[src/rtl/program_loader_if.sv]
// Byte-stream input and cache write-port bundle for the program loader.
// slave = the loader, master = the byte source / cache side.
interface program_loader_if;
  logic [7:0]  ip_byte_data;
  logic        ip_byte_valid;
  logic        op_byte_ready;
  logic [31:0] op_wr_addr;
  logic [31:0] op_wr_data;
  logic        op_wr_en;
  logic        op_wr_done_ctrl;

  modport slave (
    input  ip_byte_data, ip_byte_valid,
    output op_byte_ready, op_wr_addr, op_wr_data, op_wr_en, op_wr_done_ctrl
  );

  modport master (
    output ip_byte_data, ip_byte_valid,
    input  op_byte_ready, op_wr_addr, op_wr_data, op_wr_en, op_wr_done_ctrl
  );
endinterface

[src/rtl/program_loader.sv]
// Loads a program from a byte stream: 4-byte little-endian word-count header,
// then little-endian words written to sequential cache addresses.
module program_loader #(
  parameter logic [31:0] BASE_ADDR = 32'h0000_0000,
  parameter int unsigned MAX_WORDS = 1024
) (
  input  logic             ip_clk,
  input  logic             ip_rst,
  input  logic             ip_load_start,
  input  logic             ip_abort,
  program_loader_if.slave  bus,
  output logic             op_busy,
  output logic             op_err
);

  localparam int unsigned IDX_W = $clog2(MAX_WORDS + 1);

  typedef enum logic [2:0] {S_IDLE, S_HDR, S_DATA, S_DONE, S_ERR} state_t;

  state_t            r_state, w_state_nxt;
  logic [23:0]       r_shift, w_shift_nxt;
  logic [1:0]        r_byte_cnt, w_byte_cnt_nxt;
  logic [IDX_W-1:0]  r_index, w_index_nxt;
  logic [IDX_W-1:0]  r_count, w_count_nxt;
  logic [31:0]       r_addr, w_addr_nxt;
  logic [31:0]       r_data, w_data_nxt;
  logic              r_wr_en, w_wr_en_nxt;
  logic              r_done, w_done_nxt;
  logic              r_err, w_err_nxt;
  logic              r_ready, w_ready_nxt;
  logic              r_busy, w_busy_nxt;
  logic              w_fire;
  logic [31:0]       w_word;

  // Incoming byte lands in the top lane, so the first byte ends up in bits 7:0.
  assign w_fire = bus.ip_byte_valid & r_ready;
  assign w_word = {bus.ip_byte_data, r_shift};

  always_comb begin
    w_state_nxt    = r_state;
    w_shift_nxt    = r_shift;
    w_byte_cnt_nxt = r_byte_cnt;
    w_index_nxt    = r_index;
    w_count_nxt    = r_count;
    w_addr_nxt     = r_addr;
    w_data_nxt     = r_data;
    w_wr_en_nxt    = 1'b0;
    w_done_nxt     = 1'b0;
    w_err_nxt      = r_err;

    if (ip_abort) begin
      // Abort wins: any partial word is dropped; a write already on the port still completes.
      w_state_nxt    = S_IDLE;
      w_err_nxt      = 1'b0;
      w_byte_cnt_nxt = 2'd0;
    end else begin
      case (r_state)
        S_IDLE, S_ERR: begin
          if (ip_load_start) begin
            w_state_nxt    = S_HDR;
            w_err_nxt      = 1'b0;
            w_index_nxt    = '0;
            w_byte_cnt_nxt = 2'd0;
          end
        end
        S_HDR: begin
          if (w_fire) begin
            w_shift_nxt    = w_word[31:8];
            w_byte_cnt_nxt = r_byte_cnt + 2'd1;
            if (r_byte_cnt == 2'd3) begin
              if ((w_word == 32'd0) || (w_word > 32'(MAX_WORDS))) begin
                w_state_nxt = S_ERR;
                w_err_nxt   = 1'b1;
              end else begin
                w_count_nxt = IDX_W'(w_word);
                w_state_nxt = S_DATA;
              end
            end
          end
        end
        S_DATA: begin
          if (w_fire) begin
            w_shift_nxt    = w_word[31:8];
            w_byte_cnt_nxt = r_byte_cnt + 2'd1;
            if (r_byte_cnt == 2'd3) begin
              w_wr_en_nxt = 1'b1;
              w_data_nxt  = w_word;
              w_addr_nxt  = BASE_ADDR + (32'(r_index) << 2);
              w_index_nxt = r_index + IDX_W'(1);
              if (r_index == (r_count - IDX_W'(1))) begin
                w_done_nxt  = 1'b1;
                w_state_nxt = S_DONE;
              end
            end
          end
        end
        S_DONE:  w_state_nxt = S_IDLE;
        default: w_state_nxt = S_IDLE;
      endcase
    end

    w_ready_nxt = (w_state_nxt == S_HDR) || (w_state_nxt == S_DATA);
    w_busy_nxt  = w_ready_nxt;
  end

  always_ff @(posedge ip_clk or negedge ip_rst) begin
    if (!ip_rst) begin
      r_state    <= S_IDLE;
      r_shift    <= '0;
      r_byte_cnt <= 2'd0;
      r_index    <= '0;
      r_count    <= '0;
      r_addr     <= 32'd0;
      r_data     <= 32'd0;
      r_wr_en    <= 1'b0;
      r_done     <= 1'b0;
      r_err      <= 1'b0;
      r_ready    <= 1'b0;
      r_busy     <= 1'b0;
    end else begin
      r_state    <= w_state_nxt;
      r_shift    <= w_shift_nxt;
      r_byte_cnt <= w_byte_cnt_nxt;
      r_index    <= w_index_nxt;
      r_count    <= w_count_nxt;
      r_addr     <= w_addr_nxt;
      r_data     <= w_data_nxt;
      r_wr_en    <= w_wr_en_nxt;
      r_done     <= w_done_nxt;
      r_err      <= w_err_nxt;
      r_ready    <= w_ready_nxt;
      r_busy     <= w_busy_nxt;
    end
  end

  assign bus.op_byte_ready   = r_ready;
  assign bus.op_wr_addr      = r_addr;
  assign bus.op_wr_data      = r_data;
  assign bus.op_wr_en        = r_wr_en;
  assign bus.op_wr_done_ctrl = r_done;
  assign op_busy             = r_busy;
  assign op_err              = r_err;

endmodule

[src/flat_wrapper.sv]
// flat-port wrapper written by rule: the top's interface ports become plain ports
module program_loader_flat 
#(
  parameter logic [31:0] BASE_ADDR = 32'h0000_0000,
  parameter int unsigned MAX_WORDS = 1024
)
  (ip_clk, ip_rst, ip_load_start, ip_abort, op_busy, op_err, bus_ip_byte_data, bus_ip_byte_valid, bus_op_byte_ready, bus_op_wr_addr, bus_op_wr_data, bus_op_wr_en, bus_op_wr_done_ctrl);
  program_loader_if bus_i ();
  input  logic ip_clk;
  input  logic ip_rst;
  input  logic ip_load_start;
  input  logic ip_abort;
  output logic op_busy;
  output logic op_err;
  input wire logic [$bits(bus_i.ip_byte_data)-1:0] bus_ip_byte_data;
  input wire logic [$bits(bus_i.ip_byte_valid)-1:0] bus_ip_byte_valid;
  output wire logic [$bits(bus_i.op_byte_ready)-1:0] bus_op_byte_ready;
  output wire logic [$bits(bus_i.op_wr_addr)-1:0] bus_op_wr_addr;
  output wire logic [$bits(bus_i.op_wr_data)-1:0] bus_op_wr_data;
  output wire logic [$bits(bus_i.op_wr_en)-1:0] bus_op_wr_en;
  output wire logic [$bits(bus_i.op_wr_done_ctrl)-1:0] bus_op_wr_done_ctrl;
  assign bus_i.ip_byte_data = bus_ip_byte_data;
  assign bus_i.ip_byte_valid = bus_ip_byte_valid;
  assign bus_op_byte_ready = bus_i.op_byte_ready;
  assign bus_op_wr_addr = bus_i.op_wr_addr;
  assign bus_op_wr_data = bus_i.op_wr_data;
  assign bus_op_wr_en = bus_i.op_wr_en;
  assign bus_op_wr_done_ctrl = bus_i.op_wr_done_ctrl;
  program_loader #(.BASE_ADDR(BASE_ADDR), .MAX_WORDS(MAX_WORDS)) u_core (.ip_clk(ip_clk), .ip_rst(ip_rst), .ip_load_start(ip_load_start), .ip_abort(ip_abort), .bus(bus_i), .op_busy(op_busy), .op_err(op_err));
endmodule
[config.mk]
export PLATFORM = sky130hd
export DESIGN_NAME = program_loader_flat
export DESIGN_NICKNAME = d
export VERILOG_FILES = /design/src/rtl/program_loader_if.sv /design/src/rtl/program_loader.sv /design/src/flat_wrapper.sv
export SDC_FILE = /design/constraint.sdc
export NUM_CORES = 1
export LEC_CHECK = 0
export CAP_MARGIN = 40
export CORE_ASPECT_RATIO = 0.75
export CORE_UTILIZATION = 45
export DETAILED_ROUTE_END_ITERATION = 10
export PLACE_DENSITY = 0.76
export SETUP_SLACK_MARGIN = 0.05
export SKIP_LAST_GASP = 1
export SYNTH_ARGS = -nofsm -noshare
export SYNTH_HDL_FRONTEND = slang
export SYNTH_SLANG_ARGS = --single-unit
[constraint.sdc]
create_clock -name ip_clk -period 2.5 [get_ports ip_clk]
set_input_delay 0.5 -clock ip_clk [delete_from_list [all_inputs] [get_ports ip_clk]]
set_output_delay 0.5 -clock ip_clk [all_outputs]
set_load 0.05 [all_outputs]
==> flow_summary.json <==
{
  "synth_xor_area_frac": 0.04393,
  "peakVddDrop_mv": 0.3466,
  "crit_family": "simple AND/OR/NAND/NOR gates",
  "grt_pass1_wl_um": 16450,
  "synth_fa_ha_area_frac": 0.008186,
  "reg2reg_slack_ps": 200,
  "n_antenna_cell": 0,
  "drive_gt1_frac": 0.1552,
  "ant_nets": 0,
  "hold_viol": 0,
  "final_common_cell": "nand2_1",
  "cts_setup_buffers": 0,
  "final_net_count": 534,
  "synthCells": 450,
  "finalMaxSlewViolations": 0,
  "synth_edf_count": 0,
  "drc": 0,
  "synth_compound_area_frac": 0.04584,
  "ys_ff_latch": 98,
  "end_kind": "flip-flop",
  "antenna_found_initial": 0,
  "met3_usage": 0.05230,
  "p_total_uw": 3575,
  "area_delta_synth_final_pct": 23.27,
  "final_cell_mix": "139 x nand2_1, 98 x dfrtp_1, 59 x clkdlybuf4s50_1",
  "yosys.area_share.simple": 0.2085,
  "cts_root_buffer": "clkbuf_16",
  "die_y_um": 89.42,
  "power_density_mw_per_mm2": 632.5,
  "crit_path_frequent_cell": "buf_4",
  "path_max_fanout": 7,
  "whs_ps": 165.5,
  "critPathBufInv": 3,
  "ys.flop_type": "dfrtp_1",
  "ys_async_sr_fraction": 1.000,
  "grt_start_max_net_pins": 46,
  "cts_sinks": 98,
  "place_congestion": 0.8534,
  "first_global_vias": 3329,
  "initial_core_util": 0.4692,
  "crit_type": "in2reg",
  "yosys.cell_types.count": 50,
  "grt_usage": 0.1999,
  "dpl.hpwl_um": 6882,
  "crit_chain": "clkdlybuf4s50_1, nor4_1, buf_4, nand4_1, nor4b_4, nand4_2, buf_4, mux2_4",
  "crit_arrival_ps": 2540,
  "cp.required_ps": 2720,
  "cts_tree": "done",
  "drt_iter0_markers": 209,
  "core_area_mm2": 0.009774,
  "holdBufCountCts": 0,
  "hold_class": "in2async",
  "routed_wl_um": 9620,
  "slowest_stage": "clkdlybuf4s50_1",
  "relSlewSlack": 0.6082,
  "fmax_mhz": 431.2,
  "gr-usage-met2": 0.3386,
  "via_count": 3331,
  "nFillCells": 833,
  "drv_cap": 0,
  "outcome": "finished clean",
  "yosysWarningCount": 0,
  "synth_top_family_by_area": "simple AND/OR/NAND/NOR gates",
  "met1_usage": 0.2582,
  "wl_per_cell_um": 14.71,
  "yosysSeqAreaShare": 0.5348,
  "worstSkewPairLatency_ps": 340,
  "die_area_mm2": 0.01060,
  "slowest_delay_ps": 440,
  "worst_pin_slew_ps": 587.7,
  "first_pass_iters": 4,
  "power_leakage_uw": 0.002767,
  "multi_input_area_mm2": 0.001917,
  "grt.busiest_layer": "met2",
  "fin_crit_sh": 0.9277,
  "design.portCount": 82,
  "via_per_inst": 5.093,
  "synth_area_mm2": 0.004586,
  "avgSynthCellArea_um2": 10.19,
  "setup_violations": 0,
  "placement.io_buffers": 60,
  "clockBufferDepth": 2,
  "skew_ps": 3.393,
  "cts_htree_levels": 3,
  "grt_setup_unrepaired": "no",
  "final.min_clock_period_ps": 2319,
  "ctsResizeCount": 0,
  "die_w_um": 118.6,
  "rows": 31,
  "seqCellArea_mm2": 0.002452,
  "start_kind": "input pin",
  "muxShareOfSynthArea": 0.09222,
  "gr-total-overflow": 0,
  "cts.clk_slew.worst_paths_ps": 60,
  "cts_buffers": 9
}
[flip-flops by register name, summed over array words and instances, names as in the netlist]
| signal | count |
|---|---|
| u_core.bus.op_byte_ready | 1 |
| u_core.bus.op_wr_addr | 11 |
| u_core.bus.op_wr_data | 32 |
| u_core.bus.op_wr_done_ctrl | 1 |
| u_core.bus.op_wr_en | 1 |
| u_core.op_err | 1 |
| u_core.r_byte_cnt | 2 |
| u_core.r_count | 11 |
| u_core.r_index | 11 |
| u_core.r_shift | 24 |
| u_core.r_state | 3 |
[per-layer routing]
metal | share of wire | vias to the layer above
li1 | - | 1591
met2 | 0.48 | 95
met1 | 0.45 | 1635
met3 | 0.051 | 10
met4 | 0.0099 | 0
met5 | 0 | -
[report_power, final]
group | internal, µW | switching [µW]
clock network | 875 | 564
logic | 140 | 208
registers | 1680 | 113
total | 2690 | 885
[cells by family (layout without fill, tap and decap cells)]
kind of cell               count (synthesis)  after routing
AOI/OAI and AO/OA                         28             28
xor gates and xnor gates                  23             23
adders and majority gates                  3              3
buffers and inverters                     49            101
DFF                                       98             98
muxes                                     35             35
other                                      1             21
and+or+nand+nor                          213            213
[cell usage after synthesis (all sizes together), types with 4 or more instances]
cell    number  share of area
nand2      139           0.11
inv          6         0.0049
nor3         9          0.011
dfrtp       98           0.53
buf         29          0.045
nor2        24          0.020
a211oi       4         0.0076
nand4        4         0.0068
nor4         7         0.0095
clkbuf      14          0.016
mux2        34          0.090
xor2        12          0.023
nand3b       4         0.0065
nand3       13          0.014
a21oi        5         0.0055
xnor2       11          0.021
o21ai        5         0.0055
[layout make-up]
type                       count  area share
multi-input combinational    323      0.3391
timing repair buffer          80      0.1390
inverter                       6    0.003984
clock inverter                 4     0.01372
sequential                    98      0.4338
clock buffer                  11     0.04117
tap                          132     0.02922
[final timing paths]
| path | from | to | cells past startpoint |
|---|---|---|---|
| min in group ip_clk | u_core.bus.op_wr_addr[12] | u_core.bus.op_wr_addr[12] | 2 |
| min reg2reg | u_core.bus.op_wr_addr[12] | u_core.bus.op_wr_addr[12] | 2 |
| max | bus_ip_byte_data[0] | u_core.r_count[9] | 8 |
| min | ip_rst | u_core.bus.op_wr_en | 1 |
| max reg2reg | u_core.r_count[0] | u_core.bus.op_byte_ready | 8 |
| max in group asynchronous | ip_rst | u_core.r_count[3] | 2 |
[worst register-to-register path, delay by kind of cell (launching register included)]
family / cells / cell delay, ps
buf+inv: 1 / 80
simple gates: 3 / 750
compound gates: 2 / 590
fa+ha+maj: 1 / 240
xor+xnor: 1 / 90
flops: 1 / 430
[through the flow]
stage                     instances  setup TNS [ps]  utilization  setup WS (ps)  area [µm²]
after global placement          639          -949.9       0.5462         -101.7        5339
after detailed placement        639           -1229       0.5462         -131.2        5339
after CTS                       654               0       0.5780          158.9        5649
after floorplan                 470               0            -          416.3        4661
final                           654               0       0.5783          180.7        5653
after global routing            654               0       0.5783          66.84        5653
(Power assumes the default switching activity.)
==> variant, RTL diff (same flow settings) <==
Reset style: synchronous (`ip_rst`), changed in one clocked block.
--- a/src/rtl/program_loader.sv
+++ b/src/rtl/program_loader.sv
@@ -105,3 +105,3 @@
 
-  always_ff @(posedge ip_clk or negedge ip_rst) begin
+  always_ff @(posedge ip_clk) begin
     if (!ip_rst) begin
Behaviour: differs if ip_rst is asserted again (counterexample within 4 cycles, from zero or initial values and one cycle with ip_rst low); with ip_rst held inactive, the same outputs for 10 cycles.
==> variant against the unedited design <==
  * Routed wire length is 4.1% higher
  * Sequential cell count did not move
  * Worst hold slack improved by 0.30 ns
  * Synthesized area fell by 2.0%
  * Design area decreased by 2.4%
  * Worst setup slack worse by 0.076 ns
  * Critical endpoint is now u_core.bus.op_byte_ready
Power is not compared: it rests on default switching activity, and its combinational part moved more than twofold at a synthesized area within 25%.
==> variant: results <==
outcome:
  outcome: "complete, no violations"
timing:
  hold_ws_ns: 0.462
  clock_skew_ns: 0.0101
  period_minus_slack_ns: 2.40
global_route:
  grt_util_met1_pct: 27.7
  met3_usage_pct: 7.47
  grt_pass1_vias: 3377
  grt_use_total_pct: 20.3
  groute.layer.met2.usage_pct: 30.6
critical_path:
  timing.rr.start: "u_core.r_count[1]"
  cp_slowest_cell: "or4_4"
  worstRegToRegCells: 7
  cp_data_arrival_time_ns: 2.63
  cpPeakStageDelay_ns: 0.55
  rrSetupSlack_ns: 0.17
final_layout:
  nets: 591
  layout-drive-gt1-share_pct: 7.79
  fill_cells: 875
route:
  vias: 3664
  drt-total-wl_microns: 10000
min_path:
  worst_hold_path_type: "reg2reg"
place:
  post-place-ws_ns: -0.259
  hpwl_microns: 7140
  place_congestion: 0.857
synthesis:
  ys_types: 49
  synth_common_cells: "nand2_1 (107), dfxtp_1 (98), a21boi_0 (44)"
  ys_seq_area_share_pct: 43.7
## variant: cell types whose count changed after synthesis, moves of 12 or more
cell	change
a21boi_0	+44
nand2_1	-32
dfxtp_1	+98
mux2_2	-26
clkbuf_1	+12
mux2i_1	+23
nor2b_1	+26
dfrtp_1	-98
## variant: cells by family after synthesis
kind of cell             count (synthesis)  synth area share (%)
flip-flops                              98                  43.7
buffers and inverters                   57                  6.91
other                                    1                0.0835
adder cells (fa/ha/maj)                  3                 0.836
AO/OA/AOI/OAI                           83                  13.7
AND/OR/NAND/NOR                        227                  24.7
XOR/XNOR                                23                  4.48
multiplexers                            25                  5.60
## variant: power by group
part	switching [uW]	internal, uW
clock	556	763
combinational	120	50.9
sequential	2.53	1560
## variant: metrics by stage
step,std cells,instance area [sq um],utilization (%),power (uW),TNS (ns)
finish,710,5520,56.9,3060,0
global route,710,5520,56.9,3150,0
CTS,709,5510,56.8,3080,0
detailed placement,695,5230,53.9,1770,-0.522
global placement,695,5230,53.9,1770,-0.354
floorplan,537,4570,-,1750,0
## variant: what timing repair did
item,CTS,global route
setup endpoints to repair,1,2
hold endpoints to repair,0,0
setup buffers,0,1
gates resized for setup,1,1
pin swaps,0,1
## variant: cell type report
type / count / area, sq um / share of cell area, %
clock buffers: 11 / 233 / 4.22
clock inverters: 3 / 42.5 / 0.771
inverters: 5 / 18.8 / 0.340
multi-input cells: 382 / 2300 / 41.8
flip-flops and latches: 98 / 1960 / 35.6
well taps: 132 / 165 / 2.99
repair buffers: 79 / 788 / 14.3
## variant: per-layer routing
metal / vias up / routed length, microns / share of wire, %
met4: 0 / 110 / 1.1
li1: 1814 / - / -
met5: - / 0 / 0
met1: 1724 / 4890 / 49
met2: 116 / 4300 / 43
met3: 10 / 713 / 7.1
